## config.mk

```make
export PLATFORM = sky130hd
export DESIGN_NAME = mbisr_repair_ctrl
export DESIGN_NICKNAME = d
export VERILOG_FILES = /design/src/rtl/mbisr_pkg.sv /design/src/rtl/mbisr_remap_cam.sv /design/src/rtl/mbisr_repair_ctrl.sv
export SDC_FILE = /design/constraint.sdc
export NUM_CORES = 1
export LEC_CHECK = 0
export ABC_AREA = 1
export CAP_MARGIN = 20
export CORE_ASPECT_RATIO = 1.25
export CORE_MARGIN = 2
export CORE_UTILIZATION = 57
export CTS_CLUSTER_SIZE = 8
export DETAILED_ROUTE_END_ITERATION = 12
export PLACE_DENSITY = 0.78
export RECOVER_POWER = 25
export SYNTH_ARGS = -nofsm -noshare
export SYNTH_HDL_FRONTEND = slang
export SYNTH_SLANG_ARGS = --single-unit
export TNS_END_PERCENT = 50
```

## constraint.sdc

```tcl
create_clock -name clk -period 2.8 [get_ports clk]
set_clock_uncertainty 0.15 [all_clocks]
set_input_delay 0.84 -clock clk [delete_from_list [all_inputs] [get_ports clk]]
set_output_delay 0.84 -clock clk [all_outputs]
set_load 0.02 [all_outputs]
```

## src/rtl/mbisr_pkg.sv

```systemverilog
// Shared types and sizing for the built-in self-repair controller.
//   ADDR_W      address width of the 32-word test memory
//   NUM_SPARES  number of spare words / remap table entries
//   IDX_W       width of a spare index
//   state_t     sequencer states
//   remap_entry_t  one remap table entry (valid, addr)
package mbisr_pkg;

  localparam int ADDR_W     = 5;
  localparam int NUM_SPARES = 4;
  localparam int IDX_W      = $clog2(NUM_SPARES);

  typedef enum logic [2:0] {
    ST_IDLE,
    ST_RUN,
    ST_WAIT1,
    ST_VERIFY_START,
    ST_WAIT2,
    ST_DONE
  } state_t;

  typedef struct packed {
    logic              valid;
    logic [ADDR_W-1:0] addr;
  } remap_entry_t;

endpackage

```

## src/rtl/mbisr_remap_cam.sv

```systemverilog
// Spare-word remap table: NUM_SPARES entries with one write port, a bulk
// clear and two combinational query ports.
//   clk, rst        clock, synchronous active-high reset (clears table)
//   clr             clear all entries (new repair flow)
//   wr_en/wr_idx/wr_addr  write entry wr_idx with wr_addr, marking it valid
//   q0_addr/q0_hit  duplicate check for the failing address
//   q1_addr/q1_en   functional lookup; q1_hit/q1_idx gated by q1_en
module mbisr_remap_cam
  import mbisr_pkg::*;
(
  input  logic              clk,
  input  logic              rst,
  input  logic              clr,
  input  logic              wr_en,
  input  logic [IDX_W-1:0]  wr_idx,
  input  logic [ADDR_W-1:0] wr_addr,
  input  logic [ADDR_W-1:0] q0_addr,
  output logic              q0_hit,
  input  logic [ADDR_W-1:0] q1_addr,
  input  logic              q1_en,
  output logic              q1_hit,
  output logic [IDX_W-1:0]  q1_idx
);

  remap_entry_t tbl_q [NUM_SPARES];

  always_ff @(posedge clk) begin
    if (rst || clr) begin
      for (int i = 0; i < NUM_SPARES; i++) tbl_q[i] <= '0;
    end else if (wr_en) begin
      tbl_q[wr_idx] <= '{valid: 1'b1, addr: wr_addr};
    end
  end

  // A write lands at the clock edge, so a strobe in the following cycle
  // already sees it in the registered table; no bypass path is needed.
  always_comb begin
    q0_hit = 1'b0;
    for (int i = 0; i < NUM_SPARES; i++) begin
      if (tbl_q[i].valid && tbl_q[i].addr == q0_addr) q0_hit = 1'b1;
    end
  end

  // Scan from the top down so the lowest matching index wins.
  logic             hit_raw;
  logic [IDX_W-1:0] idx_raw;

  always_comb begin
    hit_raw = 1'b0;
    idx_raw = '0;
    for (int i = NUM_SPARES - 1; i >= 0; i--) begin
      if (tbl_q[i].valid && tbl_q[i].addr == q1_addr) begin
        hit_raw = 1'b1;
        idx_raw = IDX_W'(i);
      end
    end
  end

  assign q1_hit = q1_en & hit_raw;
  assign q1_idx = (q1_en & hit_raw) ? idx_raw : '0;

endmodule

```

## src/rtl/mbisr_repair_ctrl.sv

```systemverilog
// Built-in self-repair sequencer: runs an MBIST pass, logs failing
// addresses into the spare remap table, then runs a verify pass with the
// remap active and reports the outcome.
//   clk, rst            clock, synchronous active-high reset
//   start               begin a flow (accepted in IDLE or DONE only)
//   mbist_start         one-cycle pulse launching an MBIST pass
//   mbist_done          MBIST pass complete
//   mbist_fail_valid/mbist_fail_addr  failing-read strobe and address
//   func_addr           functional address to look up
//   remap_hit/remap_idx lookup result
//   remap_en            remap table active
//   done/fail/repaired/timeout  final status, held in DONE
//   spare_used          number of allocated spares
//
// state           | meaning
// ST_IDLE         | waiting for start
// ST_RUN          | pulse mbist_start for the test pass
// ST_WAIT1        | test pass running, logging failing addresses
// ST_VERIFY_START | pulse mbist_start for the verify pass
// ST_WAIT2        | verify pass running with remap active
// ST_DONE         | status held until next start
module mbisr_repair_ctrl
  import mbisr_pkg::*;
#(
  parameter int TIMEOUT_CYC = 4096,
  parameter int CNT_W       = 3
) (
  input  logic              clk,
  input  logic              rst,
  input  logic              start,
  output logic              mbist_start,
  input  logic              mbist_done,
  input  logic              mbist_fail_valid,
  input  logic [ADDR_W-1:0] mbist_fail_addr,
  input  logic [ADDR_W-1:0] func_addr,
  output logic              remap_hit,
  output logic [IDX_W-1:0]  remap_idx,
  output logic              remap_en,
  output logic              done,
  output logic              fail,
  output logic              repaired,
  output logic              timeout,
  output logic [CNT_W-1:0]  spare_used
);

  localparam int WD_W = $clog2(TIMEOUT_CYC);

  state_t           state_q, state_d;
  logic [CNT_W-1:0] used_q, used_d;
  logic [WD_W-1:0]  wdog_q, wdog_d;
  logic             ov_q, ov_d;
  logic             vfail_q, vfail_d;
  logic             done_q, done_d;
  logic             fail_q, fail_d;
  logic             tmo_q, tmo_d;
  logic             clr;
  logic             dup_hit;
  logic             room;
  logic             log_req;
  logic             wr_en;
  logic             ov_set;

  assign room    = used_q < CNT_W'(NUM_SPARES);
  assign log_req = (state_q == ST_WAIT1) && mbist_fail_valid && !dup_hit;
  assign wr_en   = log_req && room;
  assign ov_set  = log_req && !room;

  always_comb begin
    state_d     = state_q;
    used_d      = used_q;
    ov_d        = ov_q;
    vfail_d     = vfail_q;
    done_d      = done_q;
    fail_d      = fail_q;
    tmo_d       = tmo_q;
    wdog_d      = (wdog_q != '0) ? wdog_q - WD_W'(1) : wdog_q;
    clr         = 1'b0;
    mbist_start = 1'b0;

    case (state_q)
      ST_IDLE, ST_DONE: begin
        if (start) begin
          clr     = 1'b1;
          used_d  = '0;
          ov_d    = 1'b0;
          vfail_d = 1'b0;
          done_d  = 1'b0;
          fail_d  = 1'b0;
          tmo_d   = 1'b0;
          state_d = ST_RUN;
        end
      end
      ST_RUN, ST_VERIFY_START: begin
        mbist_start = 1'b1;
        // Terminal count lands so that done rises TIMEOUT_CYC cycles
        // after the mbist_start pulse.
        wdog_d  = WD_W'(TIMEOUT_CYC - 2);
        state_d = (state_q == ST_RUN) ? ST_WAIT1 : ST_WAIT2;
      end
      ST_WAIT1: begin
        if (wr_en)  used_d = used_q + CNT_W'(1);
        if (ov_set) ov_d   = 1'b1;
        if (mbist_done) begin
          if (ov_q || ov_set) begin
            done_d  = 1'b1;
            fail_d  = 1'b1;
            state_d = ST_DONE;
          end else if (used_d == '0) begin
            done_d  = 1'b1;
            state_d = ST_DONE;
          end else begin
            state_d = ST_VERIFY_START;
          end
        end else if (wdog_q == '0) begin
          done_d  = 1'b1;
          fail_d  = 1'b1;
          tmo_d   = 1'b1;
          state_d = ST_DONE;
        end
      end
      ST_WAIT2: begin
        if (mbist_fail_valid) vfail_d = 1'b1;
        if (mbist_done) begin
          done_d  = 1'b1;
          fail_d  = vfail_q | mbist_fail_valid;
          state_d = ST_DONE;
        end else if (wdog_q == '0) begin
          done_d  = 1'b1;
          fail_d  = 1'b1;
          tmo_d   = 1'b1;
          state_d = ST_DONE;
        end
      end
      default: state_d = ST_IDLE;
    endcase
  end

  always_ff @(posedge clk) begin
    if (rst) begin
      state_q <= ST_IDLE;
      used_q  <= '0;
      wdog_q  <= '0;
      ov_q    <= 1'b0;
      vfail_q <= 1'b0;
      done_q  <= 1'b0;
      fail_q  <= 1'b0;
      tmo_q   <= 1'b0;
    end else begin
      state_q <= state_d;
      used_q  <= used_d;
      wdog_q  <= wdog_d;
      ov_q    <= ov_d;
      vfail_q <= vfail_d;
      done_q  <= done_d;
      fail_q  <= fail_d;
      tmo_q   <= tmo_d;
    end
  end

  assign remap_en   = (state_q == ST_VERIFY_START) || (state_q == ST_WAIT2) ||
                      ((state_q == ST_DONE) && !fail_q);
  assign done       = done_q;
  assign fail       = fail_q;
  assign timeout    = tmo_q;
  assign spare_used = used_q;
  assign repaired   = done_q && !fail_q && (used_q != '0);

  mbisr_remap_cam u_cam (
    .clk     (clk),
    .rst     (rst),
    .clr     (clr),
    .wr_en   (wr_en),
    .wr_idx  (used_q[IDX_W-1:0]),
    .wr_addr (mbist_fail_addr),
    .q0_addr (mbist_fail_addr),
    .q0_hit  (dup_hit),
    .q1_addr (func_addr),
    .q1_en   (remap_en),
    .q1_hit  (remap_hit),
    .q1_idx  (remap_idx)
  );

endmodule

```

### After elaboration in Yosys (flattened, before gate mapping)

Memory sizes are Yosys's and may differ from the RTL's.
Index checks and enable logic that the tools add are counted.

* register bits after elaboration: 23
* RAM bits: 24
* input bits: 15
* output and inout port bits: 12
* memories kept: 1

* add/sub/neg operators: 2
* order comparisons: 1
* equal/unequal tests: 20
* mux-type cells: 57
* bitwise operators: 2
* reduce and logical (&&, ||, !) cells: 43

Memories
* u_cam.tbl_q: words 4, bits a word 6, read ports 4, clocked after Yosys merged registers in 0, write ports 4, line mbisr_remap_cam.sv:25 `remap_entry_t tbl_q [NUM_SPARES];`

Operators by type and width (count)
* 5-bit == test: 8
* 1-bit 2-to-1 mux: 31
* 3-bit 2-to-1 mux: 10
* 12-bit 2-to-1 mux: 2
* 1-bit logical AND: 15
* 12-bit logical NOT: 1
* 2-bit 2-to-1 mux: 6
* 3-bit case mux with 4 select lines: 1
* 3-bit AND reduction: 4
* 12-bit nonzero test: 1
* 12-bit by 1-bit subtractor with 12-bit output (second input constant): 1
* 2-bit inequality test (second input constant): 4
* 2-bit nonzero test: 4
* 3-bit by 2-bit == test with 1-bit output (second input constant): 2
* 3-bit == test (second input constant): 2
* 3-bit logical NOT: 2
* 6-bit 2-to-1 mux: 1
* 1-bit case mux with 2 select lines: 3
* 1-bit case mux with 3 select lines: 2
* 3-bit case mux with 2 select lines: 1
* 3-bit nonzero test: 2
* 2-bit OR reduction: 3
* 6-bit OR reduction: 1
* 1-bit logical OR: 4
* 12 further kinds: 14

### Longest topological paths before layout

Gate-level depths: netlist of the first run.

* depth in word-level cells: 16
* depth in mapped cells: 17
* mapped depth without buffers: 17

### Hierarchy

A second synthesis of the first run with hierarchy kept.

* cells, all modules: 424
* area total of the unflattened synthesis: 2986.6 um^2

By module, submodules not included
* mbisr_remap_cam: instances 1, cells each 220, area an instance 1585.3 um^2, seq. area each 720.7 um^2
* mbisr_repair_ctrl: instances 1, cells each 204, area an instance 1401.3 um^2, seq. area each 460.4 um^2

### Worst setup path after synthesis of the first run

No wires, ideal clock.

* path type: input port to output port
* start: input port func_addr[4]
* end: output port remap_idx[0]
* arrival time: 1.853 ns
* data required time: 1.810 ns
* setup slack: -0.043 ns
* cell stages on the path: 7
* cells stage by stage: xnor2_1 > inv_1 > nor4_1 > inv_1 > nand2_1 > o21ai_0 > nor2_1

* word-level cells in the longest chain between the ends: 8

Ends and longest elaborated chain
* start: declaration: line mbisr_repair_ctrl.sv:35 `input logic [ADDR_W-1:0] func_addr,`
* 5-bit == test: line mbisr_remap_cam.sv:52 `if (tbl_q[i].valid && tbl_q[i].addr == q1_addr) begin`
* 1-bit logical AND: line mbisr_remap_cam.sv:52
* 1-bit 2-to-1 mux (4 in a row): line mbisr_remap_cam.sv:52
* 1-bit bitwise AND: line mbisr_remap_cam.sv:60 `assign q1_idx = (q1_en & hit_raw) ? idx_raw : '0;`
* 2-bit 2-to-1 mux (*): line mbisr_remap_cam.sv:60
* end: declaration: line mbisr_repair_ctrl.sv:37 `output logic [IDX_W-1:0] remap_idx,`

Mark *: on every way between the ends. The rest lies on a longest branch, timed or not.

### Final worst setup path of the first run

* start: input port func_addr[1]
* end: output port remap_idx[0]

The elaborated chain is that of the path after synthesis.

==> results of run 1 <==
worst paths after layout:
path | cells past startpoint | slack (ps) | end | startpoint
max | 8 | -160 | remap_idx[0] | func_addr[1]
min | 2 | 340 | wdog_q[11] | wdog_q[11]
max reg2reg | 12 | 510 | fail | wdog_q[0]
min reg2reg | 2 | 340 | wdog_q[11] | wdog_q[11]
final cells by class:
type / count / area share, %
clock inverters: 2 / 0.945
multi-input cells: 273 / 38.8
clock buffers: 6 / 2.23
well taps: 60 / 2.02
repair buffers: 72 / 16.7
inverters: 71 / 7.42
flip-flops and latches: 47 / 31.9
cells in the mapped netlist (all sizes together):
| cell type | number |
|---|---|
| a211oi | 3 |
| a21boi | 1 |
| a21oi | 24 |
| a221oi | 3 |
| a31oi | 5 |
| clkbuf | 3 |
| dfxtp | 23 |
| edfxtp | 24 |
| ha | 3 |
| inv | 71 |
| nand2 | 93 |
| nand3 | 21 |
| nand3b | 3 |
| nand4 | 4 |
| nor2 | 70 |
| nor3 | 10 |
| nor4 | 1 |
| o211ai | 1 |
| o21ai | 14 |
| o22ai | 8 |
| o31ai | 2 |
| or4 | 1 |
| xnor2 | 4 |
| xor2 | 2 |
per-layer routing:
layer,up-vias,track usage [%],part of all wire (%)
li1,1430,-,-
met1,1281,29.6,39
met2,84,52.9,53
met3,27,3.66,3.5
met4,0,14.7,5.0
met5,-,0,0
cell families after synthesis:
family	Yosys count	share of synthesized area, %
DFF	47	41.9
adders and majority gates	3	1.33
AOI/OAI and AO/OA	61	12.4
xor gates and xnor gates	6	1.86
and+or+nand+nor	203	32.6
buffers and inverters	74	9.85
report_power, final:
group | switching [uW] | total (uW) | internal (uW) | leakage [uW]
Combinational | 682 | 1130 | 444 | 0.00120
Sequential | 141 | 1060 | 916 | 0.000449
Clock | 215 | 504 | 289 | 0.0000612
Total | 1040 | 2690 | 1650 | 0.00171
worst max-delay path, delay by kind of cell:
| kind | cells | cell delay [ps] |
|---|---|---|
| AND/OR/NAND/NOR | 3 | 400 |
| buffers and inverters | 3 | 340 |
| AO/OA/AOI/OAI | 2 | 380 |
registers in the layout (all words and copies together), names as in the netlist, 3 cells and up:
name	flops
wdog_q	12
u_cam.tbl_q	24
spare_used	3
state_q	3
layout by cell type, fill, tap and decap left out, drive strengths merged, types with 3 or more instances in the layout:
cell type	count
a211oi	3
clkbuf	6
ha	3
dlygate4sd3	4
clkdlybuf4s50	7
nor3	10
xnor2	4
a21oi	24
nand3b	3
nand4	4
o22ai	8
dfxtp	23
nand2	93
edfxtp	24
a221oi	3
o21ai	14
inv	70
a31oi	5
dlygate4sd2	5
nor2	70
nand3	21
buf	54
metrics by stage:
stage	total power, uW	setup TNS (ps)	instance area [um2]	worst slack, ps	hold slack (ps)
floorplan	1800	0	2820	18.3	302
global placement	2120	-18810	3450	-1090	317
detailed placement	2150	-19390	3450	-1110	322
CTS	2670	-495	3620	-191	338
global route	2890	-843	3710	-254	363
finish	2690	-447	3710	-163	342
what timing repair did:
action	in CTS	in global routing
cloned	0	0
setup endpoints to repair	25	48
endpoints found under the hold margin	0	0
buffers inserted	5	0
pin swaps	9	10
resized for setup	58	26
==> results.md, run 1 <==
Run status:
- The run finished, with violations left.
- The final reports fail on negative setup slack.

Drt:
- For this block, the routed nets add up to 7090 um of wire.
- The post-detailed-route DRC marker count is 0.
- The first detailed-routing pass took 4 iterations.
- The average routed wire per standard cell is 13.4 um.
- Dividing the detail-routed via count by the number of cells gives 5.31.
- After the first detailed-routing iteration, the DRC count stood at 225.
- In this run the remaining antenna-violating nets after routing total 0.
- Detailed routing inserted a total of 2822 vias.

Synth:
- The post-synthesis net count is 412.
- The biggest area contributor in the post-synthesis netlist is edfxtp_1.
- Yosys printed 0 warnings.
- The synthesized design contains 47 register bits.
- The synthesized instance count is 394.
- The top cell type by area accounts for 25.6% of the synthesized area.
- The post-synthesis sequential area ratio is 41.9%.
- The average cell area after synthesis is 7.15 um2.
- The number of different library cells in the post-synthesis netlist is 31.
- The total standard cell area after synthesis is 2820 um2.
- In the post-synthesis netlist, the biggest area contributors are edfxtp_1, dfxtp_1, nand2_1, nor2_1, inv_1.

Worst setup path:
- The delay of the slowest cell on the worst path is 310 ps.
- The endpoint kind of the worst setup timing path is an output port.
- The worst setup path is launched from an input pin.
- The endpoint arrival time on the critical path is 1970 ps.
- The slowest library cell on the worst path is a221oi_1.
- The critical path is of the in2out type.
- The required time at the endpoint of the critical path is 1810 ps.
- In this run the worst path has a maximum fanout of 7.
- The critical path goes through buf_8 > clkinvlp_4 > a221oi_1 > nand3_1 > nand2_2 > o21ai_2 > nor2_2 > buf_6.

Placed design:
- The count of buffers added on input and output ports is 26.
- Routability-driven placement finished with a final weighted congestion of 0.916.
- The HPWL after detailed placement is 5270 um.
- Once placement completed, the tool counted placed cells totaling 518.

CTS:
- The clock-pin slew of the registers on the worst-case setup and hold paths is 80 ps.
- The clock root buffer is clkbuf_8.
- The number of buffers created by CTS is 5.
- The clock latency on the worst-skew pair is 290 ps.
- The clock tree from TritonCTS is done.
- The CTS H-tree depth is 2.
- The quantity of hold-fixing buffers added after cts is 0.
- The tree built by TritonCTS fans out to 47 sinks.
- The longest clock path from root to sink contains 2 buffers.

Timing:
- The worst path in the final design needs a cycle of 2960 ps, including I/O delays and setup.
- Dividing the final minimum period by the clock period gives 106%.
- Setup repair after global routing could not meet its margin everywhere.
- The max-slew violation count is 0.
- The count of endpoints failing hold in the final timing report is 0.
- For the pin with the worst max-slew slack, the measured transition is 363 ps.
- Setup violations remaining at the end of the flow were counted as 3.
- The maximum frequency from static timing analysis is 338 MHz.
- Headroom to the max-slew limit came out at 75.7%.
- The smallest setup slack after layout is -163 ps.

Floorplan:
- The area of the placeable core is 4760 um2.
- The number of top-level pins is 27.
- The floorplan die height is 82.6 um.
- The initialized floorplan defines 28 standard-cell rows.
- The area of the die is 5530 um2.
- For this configuration, the core starts out at a cell density of 59.2%.
- The overall die width is 66.9 um.

Finish:
- The number of nets in the finished design is 488.
- The post-route netlist has 23.6% of its cells at a drive strength greater than 1.
- The antenna diode count is 0.
- Cells fill 77.8% of the core in the end.
- The finished layout holds 531 standard cells, fillers aside.
- The signed area change from the synthesized netlist to the final layout is 31.5%.
- In the final layout, flip-flops and latches occupy 1180 um2.
- The area occupied by multi-input gates is 1440 um2.
- The filler cell count in the final layout is 354.

Power:
- The static power due to leakage is 0.00171 uW.
- The ratio of total power to cell area is 725 nW/um2.
- Across the VDD grid, the largest voltage drop is 0.000770 V.

Global routing:
- For this run the aggregate overflow at the end of global routing stands at 0.
- The via count of the first global-routing pass is 2690.
- The first global-routing pass estimated 11600 um of wire.
- Entering global routing, the biggest net connects 20 pins.
- The number of antenna violations at the first check in global routing is 0.
- The total routing usage reported by global routing is 27.9%.

Job:
- The max-cap check violation count is 0.

Worst hold path:
- The worst min-delay path category is reg2reg.
Power figures use the tool's default switching activity.
==> run 2: changes to the inputs <==
--- a/config.mk
+++ b/config.mk
@@ -12,6 +12,7 @@
 export CORE_UTILIZATION = 57
 export CTS_CLUSTER_SIZE = 8
 export DETAILED_ROUTE_END_ITERATION = 12
+export MAX_ROUTING_LAYER = met4
 export PLACE_DENSITY = 0.78
 export RECOVER_POWER = 25
 export SYNTH_ARGS = -nofsm -noshare
==> results.md, run 2 (synthesized netlist as in run 1, its figures left out) <==
Global routing:
- The first global-routing pass estimated 11500 um of wire.
- The via count of the first global-routing pass is 2655.
- The number of antenna violations at the first check in global routing is 0.
- The total overflow reported by the global router is 0.
- Entering global routing, the biggest net connects 20 pins.
- Across every metal layer, demand over resource in global routing totals 28.6%.

Drt:
- The remaining number of nets flagged by the antenna check after routing is 0.
- Dividing the detail-routed wire length by the instance count gives 13.1 um.
- After detailed routing, the number of remaining DRC violations is 0.
- The post-detailed-route via-to-cell ratio is 5.27.
- The initial DRC count is 105.
- The first TritonRoute pass finished after 4 iterations.
- The post-detailed-routing wire length is 6950 um.
- Across all layers, the routed design uses 2802 vias.

Timing:
- The pin slew with the least headroom to its limit is 669 ps.
- Across all hold checks on the routed design, the worst slack comes to 334 ps.
- The number of setup violations in the final report is 3.
- Setup repair after global routing could not meet its margin everywhere.
- The max-slew violation count came to 0.
- The smallest setup slack after layout is -181 ps.
- Of the available clock period, the critical path in the final layout requires 106%.
- Based on the critical path, the design can be clocked at up to 335 MHz.
- The shortest clock period the worst path allows after layout is 2980 ps.
- The worst slew margin relative to its limit is 55.3%.
- The count of endpoints failing hold in the final timing report is 0.

Finish:
- The post-route netlist has 22.9% of its cells at a drive strength greater than 1.
- Leaving out fill and tap cells, the most frequent cells in the layout are nand2_1, nor2_1, inv_1, buf_4.
- Counting the fill cells in the layout gives 388.
- In the final layout, the registers with the most flip-flops are u_cam.tbl_q x24, wdog_q x12.
- After routing the design area is 3670 um2.
- From synthesis to final layout, the design area changed by 30.3%.
- The register bank with the most flops is u_cam.tbl_q.
- The most common library cell in the layout ignoring fill and taps is nand2_1.
- The antenna diode count is 0.
- The core occupancy in the finished layout is 77.1%.
- The net count of the finished layout is 489.
- The register with the most flip-flops in the layout has 24 of them.
- The count of placed standard cells in the final layout, fillers left out is 532.

Worst setup path:
- The worst setup path is launched from an input pin.
- The startpoint identified for the worst register-to-register timing path is wdog_q[0].
- Walking the worst path, the cells encountered are buf_8 > o22ai_2 > a21oi_1 > o211ai_1 > nor4_4 > buf_4 > nand2_2 > nand2_2 > nand2_2 > nor2_2 > buf_6.
- In this run the worst path has a maximum fanout of 3.
- Setup slack on the worst reg-to-reg path comes out at 110 ps.
- Together, buffers and inverters on the worst path number 3.
- The endpoint kind of the worst setup timing path is an output port.
- The number of cells on the worst reg-to-reg path is 12.
- The dominant cell type by count on the critical path is nand2_2.
- STA puts the critical path data arrival time at 1990 ps.
- The required time at the endpoint of the critical path is 1810 ps.
- The endpoint identified for the worst register-to-register timing path is fail.
- The slowest library cell on the worst path is nor4_4.
- The delay of the slowest cell on the worst path is 170 ps.
- The category of the critical setup timing path is in2out.
- The largest delay contributor family on the critical path is simple AND/OR/NAND/NOR gates.

CTS:
- The clock latency on the worst-skew pair is 310 ps.
- The CTS sink count is 47.
- Clock-pin slew was measured on the worst setup and hold paths at 80 ps.
- The buffer levels on the longest clock path is 2.
- The clock root buffer is clkbuf_8.
- TritonCTS built the clock tree.
- The H-tree generated during clock tree synthesis spans 2 levels.
- The number of buffers created by CTS is 5.
- The quantity of hold-fixing buffers added after cts is 0.

Floorplan:
- The floorplan step defined a die boundary enclosing 5530 um2.
- After floorplanning, the core was divided into 28 placement rows.
- The floorplan step defined a core boundary enclosing 4760 um2.
- From left edge to right edge, the die measures 66.9 um.
- The initial standard-cell utilization of the core is 59.2%.
- The floorplan die height is 82.6 um.
- The number of top-level pins is 27.

Job:
- The tool flagged a number of max-cap violations equal to 0.

Power:
- The total power is 2670 uW.
- The analysis attributes to cell leakage a power of 0.00171 uW.
- Across the VDD grid, the largest voltage drop is 0.000673 V.
- The ratio of total power to cell area is 726 nW/um2.

Run status:
- The checks that failed: negative setup slack.
- The flow ran to the end, but the final reports show violations.

Worst hold path:
- The min-delay analysis places its worst path in the category reg2reg.
- The start point of the worst hold path is wdog_q[11].
- The worst hold endpoint is wdog_q[11].
- Counting instances, the worst hold path has a depth of 2.

Placed design:
- Once placement finished, the instance area stood at 3460 um2.
- The final estimated routing congestion in global placement is 0.937.
- During placement, the flow inserted port buffers numbering 26.
- The cell count after placement is 519.
- Summed over all nets, the half-perimeter wirelength after detailed placement is 5350 um.
-- run 2: cell types whose count changed in the layout (fill, tap and decap cells not counted), moves of 2 or more --
cell	delta
buf_8	-2
nor2_4	-2
inv_2	+2
inv_4	-2
buf_4	+3
-- run 2: worst min-delay path, stage by stage (launching register included) --
cell,delay (ps)
dfxtp_1,310
o21ai_0,60
a21oi_1,60
-- run 2: layer usage --
layer / vias up / global-route usage [%] / wire, um
li1: 1430 / - / -
met1: 1261 / 28.8 / 2660
met2: 80 / 51.0 / 3590
met3: 31 / 4.07 / 255
met4: 0 / 19.4 / 445
met5: - / - / 0
-- run 2: cell type report --
cell class | instances | area [um2] | share of cell area (%)
timing repair buffer | 73 | 612 | 16.7
clock buffer | 5 | 68.8 | 1.87
inverter | 71 | 267 | 7.26
clock inverter | 3 | 43.8 | 1.19
multi-input combinational | 273 | 1430 | 38.8
tap | 60 | 75.1 | 2.04
sequential | 47 | 1180 | 32.2
-- run 2: stage by stage --
| step | TNS (ps) | setup slack (ps) |
|---|---|---|
| 2_1_floorplan | 0 | 18.3 |
| 3_3_place_gp | -19170 | -1090 |
| 3_5_place_dp | -19570 | -1160 |
| 4_1_cts | -549 | -234 |
| 5_1_grt | -4490 | -262 |
| 6_report | -373 | -181 |
-- run 2: where the power goes --
group | switching (uW) | total [uW] | leakage (uW) | internal, uW
combinational | 674 | 1110 | 0.00120 | 439
clock | 230 | 496 | 0.0000581 | 266
sequential | 142 | 1060 | 0.000449 | 916
total | 1050 | 2670 | 0.00171 | 1620
-- run 2: how the worst max path moves through the flow --
stage	to	from	slack, ps	cells past startpoint
floorplan	remap_idx[1]	func_addr[4]	20	7
CTS	remap_idx[0]	func_addr[0]	-230	11
detailed placement	remap_idx[0]	func_addr[4]	-1160	9
global placement	remap_idx[0]	func_addr[4]	-1090	9
global route	remap_idx[0]	u_cam.tbl_q[3][0]	-260	11
finish	remap_idx[0]	func_addr[0]	-180	11
-- run 2: repair_timing --
item                                    4_1_cts  5_1_grt
setup buffers                                 5        0
resized for setup                            53       23
endpoints found under the setup margin       25       46
pin swaps                                     7        6
